===== config.mk =====
export PLATFORM = sky130hd
export DESIGN_NAME = rx_comma_aligner
export DESIGN_NICKNAME = d
export VERILOG_FILES = /design/src/rtl/rx_comma_aligner.sv
export SDC_FILE = /design/constraint.sdc
export NUM_CORES = 1
export LEC_CHECK = 0
export CAP_MARGIN = 30
export CORE_MARGIN = 2
export CORE_UTILIZATION = 50
export CTS_CLUSTER_DIAMETER = 200
export DETAILED_ROUTE_END_ITERATION = 12
export PLACE_DENSITY = 0.8
export SLEW_MARGIN = 20
export SYNTH_ARGS = -nofsm -noshare
export SYNTH_HDL_FRONTEND = slang
export SYNTH_SLANG_ARGS = --single-unit

===== constraint.sdc =====
create_clock -name clkRx -period 4.3 [get_ports clkRx]
set_input_delay 0.645 -clock clkRx [delete_from_list [all_inputs] [get_ports clkRx]]
set_output_delay 0.645 -clock clkRx [all_outputs]
set_load 0.005 [all_outputs]

===== src/rtl/rx_comma_aligner.sv =====
// Receive-side K28.5 symbol aligner: hunts for commas in the serial bit stream, locks
// after repeated aligned commas, and packs aligned 10b symbols into SYMS-wide words.
module rx_comma_aligner #(
    parameter int SYMS        = 4,
    parameter int LOCK_COMMAS = 3,
    parameter int UNLOCK_ERRS = 4,
    parameter int ALIGN_WORD  = 1
) (
    input  logic                 clkRx,
    input  logic                 rst,
    input  logic                 enb,
    input  logic                 serialIn,
    output logic [9:0]           sym_out,
    output logic                 sym_valid,
    output logic                 sym_comma,
    output logic [10*SYMS-1:0]   word_out,
    output logic                 word_valid,
    output logic [SYMS-1:0]      word_k,
    output logic                 locked,
    output logic                 code_err,
    output logic                 word_drop
);

    localparam int IDXW = (SYMS > 1) ? $clog2(SYMS) : 1;
    localparam int CCW  = $clog2(LOCK_COMMAS + 1);
    localparam int ECW  = $clog2(UNLOCK_ERRS + 1);

    localparam logic [9:0] kCommaNeg = 10'b0011111010;
    localparam logic [9:0] kCommaPos = 10'b1100000101;

    typedef enum logic [1:0] {HUNT, CHECK, LOCKED} alignState_t;

    alignState_t          state;
    logic [9:0]           shiftReg;
    logic [3:0]           phase;
    logic [CCW-1:0]       commaCnt;
    logic [ECW-1:0]       errCnt;
    logic [IDXW-1:0]      slotIdx;
    logic [10*SYMS-1:0]   accWord;
    logic [SYMS-1:0]      accK;

    logic [9:0]           window;
    logic [3:0]           ones;
    logic                 isComma;
    logic                 isInvalid;
    logic                 atBoundary;
    logic                 reachLock;
    logic                 emitNow;
    logic                 realign;
    logic [IDXW-1:0]      slot;
    logic                 lastSlot;
    logic                 unlockNow;
    logic [10*SYMS-1:0]   accWordNext;
    logic [SYMS-1:0]      accKNext;

    always_comb begin
        window = {shiftReg[8:0], serialIn};
        ones = '0;
        for (int unsigned b = 0; b < 10; b++) begin
            ones = ones + 4'(window[b]);
        end
        isComma    = (window == kCommaNeg) || (window == kCommaPos);
        isInvalid  = (ones < 4'd4) || (ones > 4'd6) ||
                     (&window[9:4]) || (~|window[9:4]) ||
                     (&window[3:0]) || (~|window[3:0]);
        atBoundary = (phase == 4'd9);
        reachLock  = (LOCK_COMMAS <= 1) || (commaCnt == CCW'(LOCK_COMMAS - 1));
        emitNow    = enb && (((state == HUNT) && isComma && (LOCK_COMMAS == 1)) ||
                             ((state == CHECK) && atBoundary && isComma && reachLock) ||
                             ((state == LOCKED) && atBoundary));
        // Only a comma landing mid-word is pulled back to slot 0.
        realign    = (ALIGN_WORD != 0) && isComma && (slotIdx != '0);
        slot       = realign ? '0 : slotIdx;
        lastSlot   = (slot == IDXW'(SYMS - 1));
        unlockNow  = (state == LOCKED) && atBoundary && isInvalid &&
                     (errCnt == ECW'(UNLOCK_ERRS - 1));
        accWordNext = accWord;
        accKNext    = accK;
        for (int unsigned s = 0; s < SYMS; s++) begin
            if (slot == IDXW'(s)) begin
                accWordNext[10*s +: 10] = window;
                accKNext[s]             = isComma;
            end
        end
    end

    always_ff @(posedge clkRx or negedge rst) begin
        if (!rst) begin
            state      <= HUNT;
            shiftReg   <= '0;
            phase      <= '0;
            commaCnt   <= '0;
            errCnt     <= '0;
            slotIdx    <= '0;
            accWord    <= '0;
            accK       <= '0;
            sym_out    <= '0;
            sym_valid  <= 1'b0;
            sym_comma  <= 1'b0;
            word_out   <= '0;
            word_valid <= 1'b0;
            word_k     <= '0;
            locked     <= 1'b0;
            code_err   <= 1'b0;
            word_drop  <= 1'b0;
        end else begin
            sym_valid  <= 1'b0;
            sym_comma  <= 1'b0;
            word_valid <= 1'b0;
            code_err   <= 1'b0;
            word_drop  <= 1'b0;
            if (enb) begin
                shiftReg <= window;
                if (state != HUNT) begin
                    phase <= atBoundary ? 4'd0 : phase + 4'd1;
                end
                if (emitNow) begin
                    sym_out   <= window;
                    sym_valid <= 1'b1;
                    sym_comma <= isComma;
                    accWord   <= accWordNext;
                    accK      <= accKNext;
                    word_drop <= realign;
                    if (lastSlot) begin
                        word_out   <= accWordNext;
                        word_k     <= accKNext;
                        word_valid <= 1'b1;
                        slotIdx    <= '0;
                    end else begin
                        slotIdx <= slot + IDXW'(1);
                    end
                end
                case (state)
                    HUNT: begin
                        if (isComma) begin
                            phase    <= '0;
                            commaCnt <= CCW'(1);
                            errCnt   <= '0;
                            if (LOCK_COMMAS == 1) begin
                                state  <= LOCKED;
                                locked <= 1'b1;
                            end else begin
                                state <= CHECK;
                            end
                        end
                    end
                    CHECK: begin
                        if (atBoundary) begin
                            if (isComma) begin
                                commaCnt <= commaCnt + CCW'(1);
                                if (reachLock) begin
                                    state  <= LOCKED;
                                    locked <= 1'b1;
                                    errCnt <= '0;
                                end
                            end else if (isInvalid) begin
                                code_err <= 1'b1;
                                state    <= HUNT;
                            end
                        end
                    end
                    LOCKED: begin
                        if (atBoundary) begin
                            if (isInvalid) begin
                                code_err <= 1'b1;
                                errCnt   <= errCnt + ECW'(1);
                                // Unlock overrides the slot advance so the next lock packs from slot 0.
                                if (unlockNow) begin
                                    state   <= HUNT;
                                    locked  <= 1'b0;
                                    slotIdx <= '0;
                                end
                            end else begin
                                errCnt <= '0;
                            end
                        end
                    end
                    default: state <= HUNT;
                endcase
            end
        end
    end

endmodule

* After elaboration in Yosys (flattened, before gate mapping)
Cells that the tools add are included.
Operators by class: $lt $le $gt $ge 2, reductions and logical operators 34, $add $sub $neg 13, eq/ne operators 19, mux-type cells 60
Operators by type and width (count):
- 2-to-1 mux 10 bit | 4
- 2-to-1 mux 2 bit | 17
- adder 4 x 1 -> 4 bit | 6
- 2-to-1 mux 1 bit | 24
- 2-to-1 mux 3 bit | 6
- 2-to-1 mux 4 bit | 4
- AND reduction 8 bit | 2
- != test 2 bit, second input constant | 7
- equality test 10 bit, second input constant | 1
- equality test 10 x 8 -> 1 bit, second input constant | 1
- case mux 3 bit (3 select lines) | 1
- equality test 2 bit, second input constant | 4
- logical AND 1 bit | 8
- nonzero test 2 bit | 4
- logical OR 1 bit | 7
- AND reduction 7 bit | 1
- != test 3 bit, second input constant | 2
- case mux 2 bit (3 select lines) | 1
- AND reduction 6 bit | 1
- OR reduction 6 bit | 1
- AND reduction 5 bit | 1
- adder 2 x 1 -> 2 bit, second input constant | 2
- adder 3 x 1 -> 4 bit | 1
- adder 4 x 1 -> 4 bit, second input constant | 1
- other kinds (17) | 21
Word-level totals: bits of input ports 4, output and inout bits 60, register bits 126

* Logic depth before layout (Yosys ltp)
word-level depth 21, depth in mapped cells 15, mapped depth without buffers 13

* Least setup slack after synthesis
Ideal clock, no wire load.
kind input to register, start in serialIn, end reg state[0], buffers on the path 1, data required time 4175 ps, stages 14, path slack -174 ps, data arrival time 4349 ps, setup time 125 ps, cells stage by stage clkbuf_1 -> inv_1 -> fa_1 -> fa_1 -> fa_1 -> inv_1 -> ha_1 -> fa_1 -> a211o_1 -> a221oi_1 -> and4_1 -> nand2_1 -> o211ai_1 -> mux2_2
On the way: longest elaborated chain between the ends 19
Ends and longest elaborated chain:
- from (decl) | RTL line 12 | input logic serialIn,
- adder 1 x 1 -> 2 bit | RTL line 60 | ones = ones + 4'(window[b]);
- adder 2 x 1 -> 3 bit | RTL line 60
- adder 3 x 1 -> 4 bit | RTL line 60
- adder 4 x 1 -> 4 bit (6 in a row) | RTL line 60
- < comparator 4 x 3 -> 1 bit or > comparator 4 x 3 -> 1 bit (tied branches) | RTL line 63 | isInvalid = (ones < 4'd4) || (ones > 4'd6) ||
- logical OR 1 bit (2 in a row) | RTL line 63
- logical OR 1 bit (2 in a row) | RTL line 64 | (&window[9:4]) || (~|window[9:4]) ||
- logical OR 1 bit | RTL line 65 | (&window[3:0]) || (~|window[3:0]);
- logical AND 1 bit (2 in a row) | RTL line 75 | unlockNow = (state == LOCKED) && atBoundary && isInvalid &&
- != test 2 bit (no source line)
- AND reduction 8 bit (no source line)
- to (signal assigned) | RTL line 89 | state <= HUNT;
- to (signal assigned) | RTL line 140 | state <= LOCKED;
- to (signal assigned) | RTL line 143 | state <= CHECK;
- to (decl) | RTL line 33 | alignState_t state;
Parallel ways exist; a longest one is shown, timed or not. The select of a mux whose other input is x is not followed. A chain may end at the register's enable or synchronous reset.

* Worst setup path in the final report
start reg shiftReg[4], end reg state[0]
On the way: longest elaborated chain between the ends 15
Ends and longest elaborated chain:
- from (decl) | RTL line 34 | logic [9:0] shiftReg;
- from (signal assigned) | RTL line 113 | shiftReg <= window;
- adder 4 x 1 -> 4 bit (5 in a row) | RTL line 60
- < comparator 4 x 3 -> 1 bit or > comparator 4 x 3 -> 1 bit (tied branches) | RTL line 63
- logical OR 1 bit (2 in a row) | RTL line 63
- logical OR 1 bit (2 in a row) | RTL line 64
- logical OR 1 bit | RTL line 65
- logical AND 1 bit (2 in a row) | RTL line 75
- != test 2 bit (no source line)
- AND reduction 8 bit (no source line)
Parallel ways exist; a longest one is shown, timed or not. The select of a mux whose other input is x is not followed.

==> flow_summary.ini <==
[global_routing]
overflow = 0
antenna_found_initial = 0
grt.total_usage_pct = 22.7
grt_max_degree = 57
grt_pass1_wl_um = 20400
grt_pass1_vias = 4017

[sta]
setup_ws_ns = 0.174
worstMarginPinSlew_ns = 0.574
post-route-min-period_ns = 4.13
fmax_mhz = 242
setup_tns_ns = 0
slew_violations = 0
hold_slack_ns = 0.0939
rsz0062_at_grt = no
max-slew-margin-rel_pct = 61.7
setup_viol_count_final = 0
skew_ns = 0.00917
fin_crit_sh_pct = 96.0
final-hold-violation-count = 0

[floorplanning]
die_area_um2 = 11900
start_util_pct = 51.1
dieHeight_um = 109
coreArea_um2 = 10800
die_w_um = 109
num_rows = 38
io_pins = 64

[yosys]
ys.flop_type = dfrtp_1
synth_edf_count = 0
seq_area_frac_synth_pct = 51.9
synthArstFlopShare_pct = 100
synthCells = 457
ys_warn_count = 0
ys_ff_latch = 115
avgSynthCellArea_um2 = 12.1
syn_area_um2 = 5540
synthesis.nets = 483
yosysUniqueCellTypes = 51

[clock_network]
clkLatencyLatePin_ns = 0.53
clkTransAtPathRegs_ns = 0.06
cts_buffers = 17
cts_tree = built
post_cts_buffers = 0
cts.sinks = 115
cts_root_buf = clkbuf_8
cts-htree-levels = 4
cts_max_path_buffers = 2

[routing]
firstDrtPassIters = 4
first_iter_violations = 270
drc = 0
vias = 3718
ant_nets = 0
wl_per_cell_um = 18.3
routed_wl_um = 12400
routed_via_density = 5.50

[power]
p_switching_mw = 1.45
ir_drop_v = 0.000317
leakage_nw = 3.21
power_mw = 4.57
combPwrFrac_pct = 35.2
seqPwrFrac_pct = 35.4
p_sw_share_pct = 31.6
powerDensity_nw_per_um2 = 664
p_int_mw = 3.13
power_frac_clock_pct = 29.4

[layout]
stdcell_area_um2 = 6890
final_cell_mix = dfrtp_1 (115), clkdlybuf4s50_1 (61), nor2_1 (45)
antennaDiodeCount = 0
num-fill-cells = 822
final_common_cell = dfrtp_1
drive_above_1_share_pct = 23.7
syn_to_final_growth_pct = 24.2
layout.cells.non_filler = 676
nets = 551
post-route-util_pct = 63.5

[worst_setup_path]
critical_path_class = register to register
worstPathRequired_ns = 4.71
cp-end-kind = register
cp-start-kind = register
worstPathArrival_ns = 4.53
crit_fanout = 4

[placement]
post-place-ws_ns = -0.639
dp_cells = 646
dp_hpwl_um = 8010
globalplace.congestion = 0.809
port_buffers = 63
dpl_cell_area_um2 = 6310

[min_path]
hp-class = input pin to asynchronous set/reset pin

[run]
maxCapViolations = 0

[status]
status = completed
## layout make-up
cell class / count / area, um^2 / area share (%)
Clock buffer: 21 / 459 / 6.67
Clock inverter: 9 / 106 / 1.54
Inverter: 25 / 93.8 / 1.36
Multi-Input combinational cell: 283 / 2390 / 34.6
Sequential cell: 115 / 2880 / 41.8
Tap cell: 140 / 175 / 2.54
Timing Repair Buffer: 83 / 790 / 11.5
## synth_stat cells (8+ instances only)
library cell	number	area share, %
a21oi_1	39	3.5
buf_2	8	0.72
clkbuf_1	20	1.4
dfrtp_1	115	52
ha_1	16	3.6
inv_1	25	1.7
mux2_2	34	6.9
mux2_4	27	7.3
mux2i_1	30	5.4
nand2_1	21	1.4
nor2_1	45	3.0
o21ai_0	9	0.81
## critical path, stage by stage, from the launching register on
cell	delay [ns]
dfrtp_1	0.41
fa_1	0.54
inv_1	0.06
fa_1	0.47
fa_1	0.50
inv_1	0.05
ha_1	0.21
fa_2	0.35
a211o_1	0.28
a221oi_2	0.23
and4_4	0.27
nand2_1	0.07
o211ai_1	0.22
mux2_2	0.35
## power by group through the flow
| stage | Sequential, mW | Clock, mW | Combinational (mW) |
|---|---|---|---|
| global placement | 1.61 | 0 | 1.48 |
| finish | 1.62 | 1.34 | 1.61 |
| detailed placement | 1.63 | 0 | 1.56 |
| floorplan | 1.59 | 0 | 0.932 |
| CTS | 1.62 | 1.36 | 1.61 |
| global route | 1.66 | 1.42 | 1.76 |
## kinds of logic (layout without fill, tap and decap cells)
logic type / after synthesis / in the layout / synth area share [%]
AOI/OAI and AO/OA: 75 / 75 / 8.89
adders and majority gates: 22 / 22 / 5.78
buffers and inverters: 59 / 138 / 5.26
DFF: 115 / 115 / 51.9
muxes: 92 / 92 / 19.8
and+or+nand+nor: 94 / 94 / 8.33
## worst paths after layout
check	from	end	slack [ns]	cells after the start
max	shiftReg[4]	state[0]	0.17	13
min	rst	word_out[6]	0.09	1
max reg2reg	shiftReg[4]	state[0]	0.17	13
min reg2reg	commaCnt[1]	commaCnt[1]	0.50	2
max in group asynchronous	rst	phase[1]	3.30	2
min in group clkRx	commaCnt[1]	commaCnt[1]	0.50	2
## timing repair
item	4_1_cts	5_1_grt
endpoints found under the setup margin	7	1
resized for setup	3	1
hold buffers	0	0
pin swaps	3	0
## per-layer routing
metal	vias up	track usage (%)	part of all wire, %
li1	1706	-	-
met1	1892	29.4	43
met2	92	36.3	50
met3	28	5.81	4.9
met4	0	9.95	2.7
met5	-	0	0
## flip-flops by register name, indices dropped and copies added, names as in the netlist
register and count:
state 2, sym_out 10, commaCnt 2, accK 3, slotIdx 2, word_out 40, sym_valid 1, code_err 1
word_valid 1, shiftReg 9, errCnt 3, word_k 4, locked 1, accWord 30, phase 4, sym_comma 1
word_drop 1
Power figures use the tool's default switching activity.
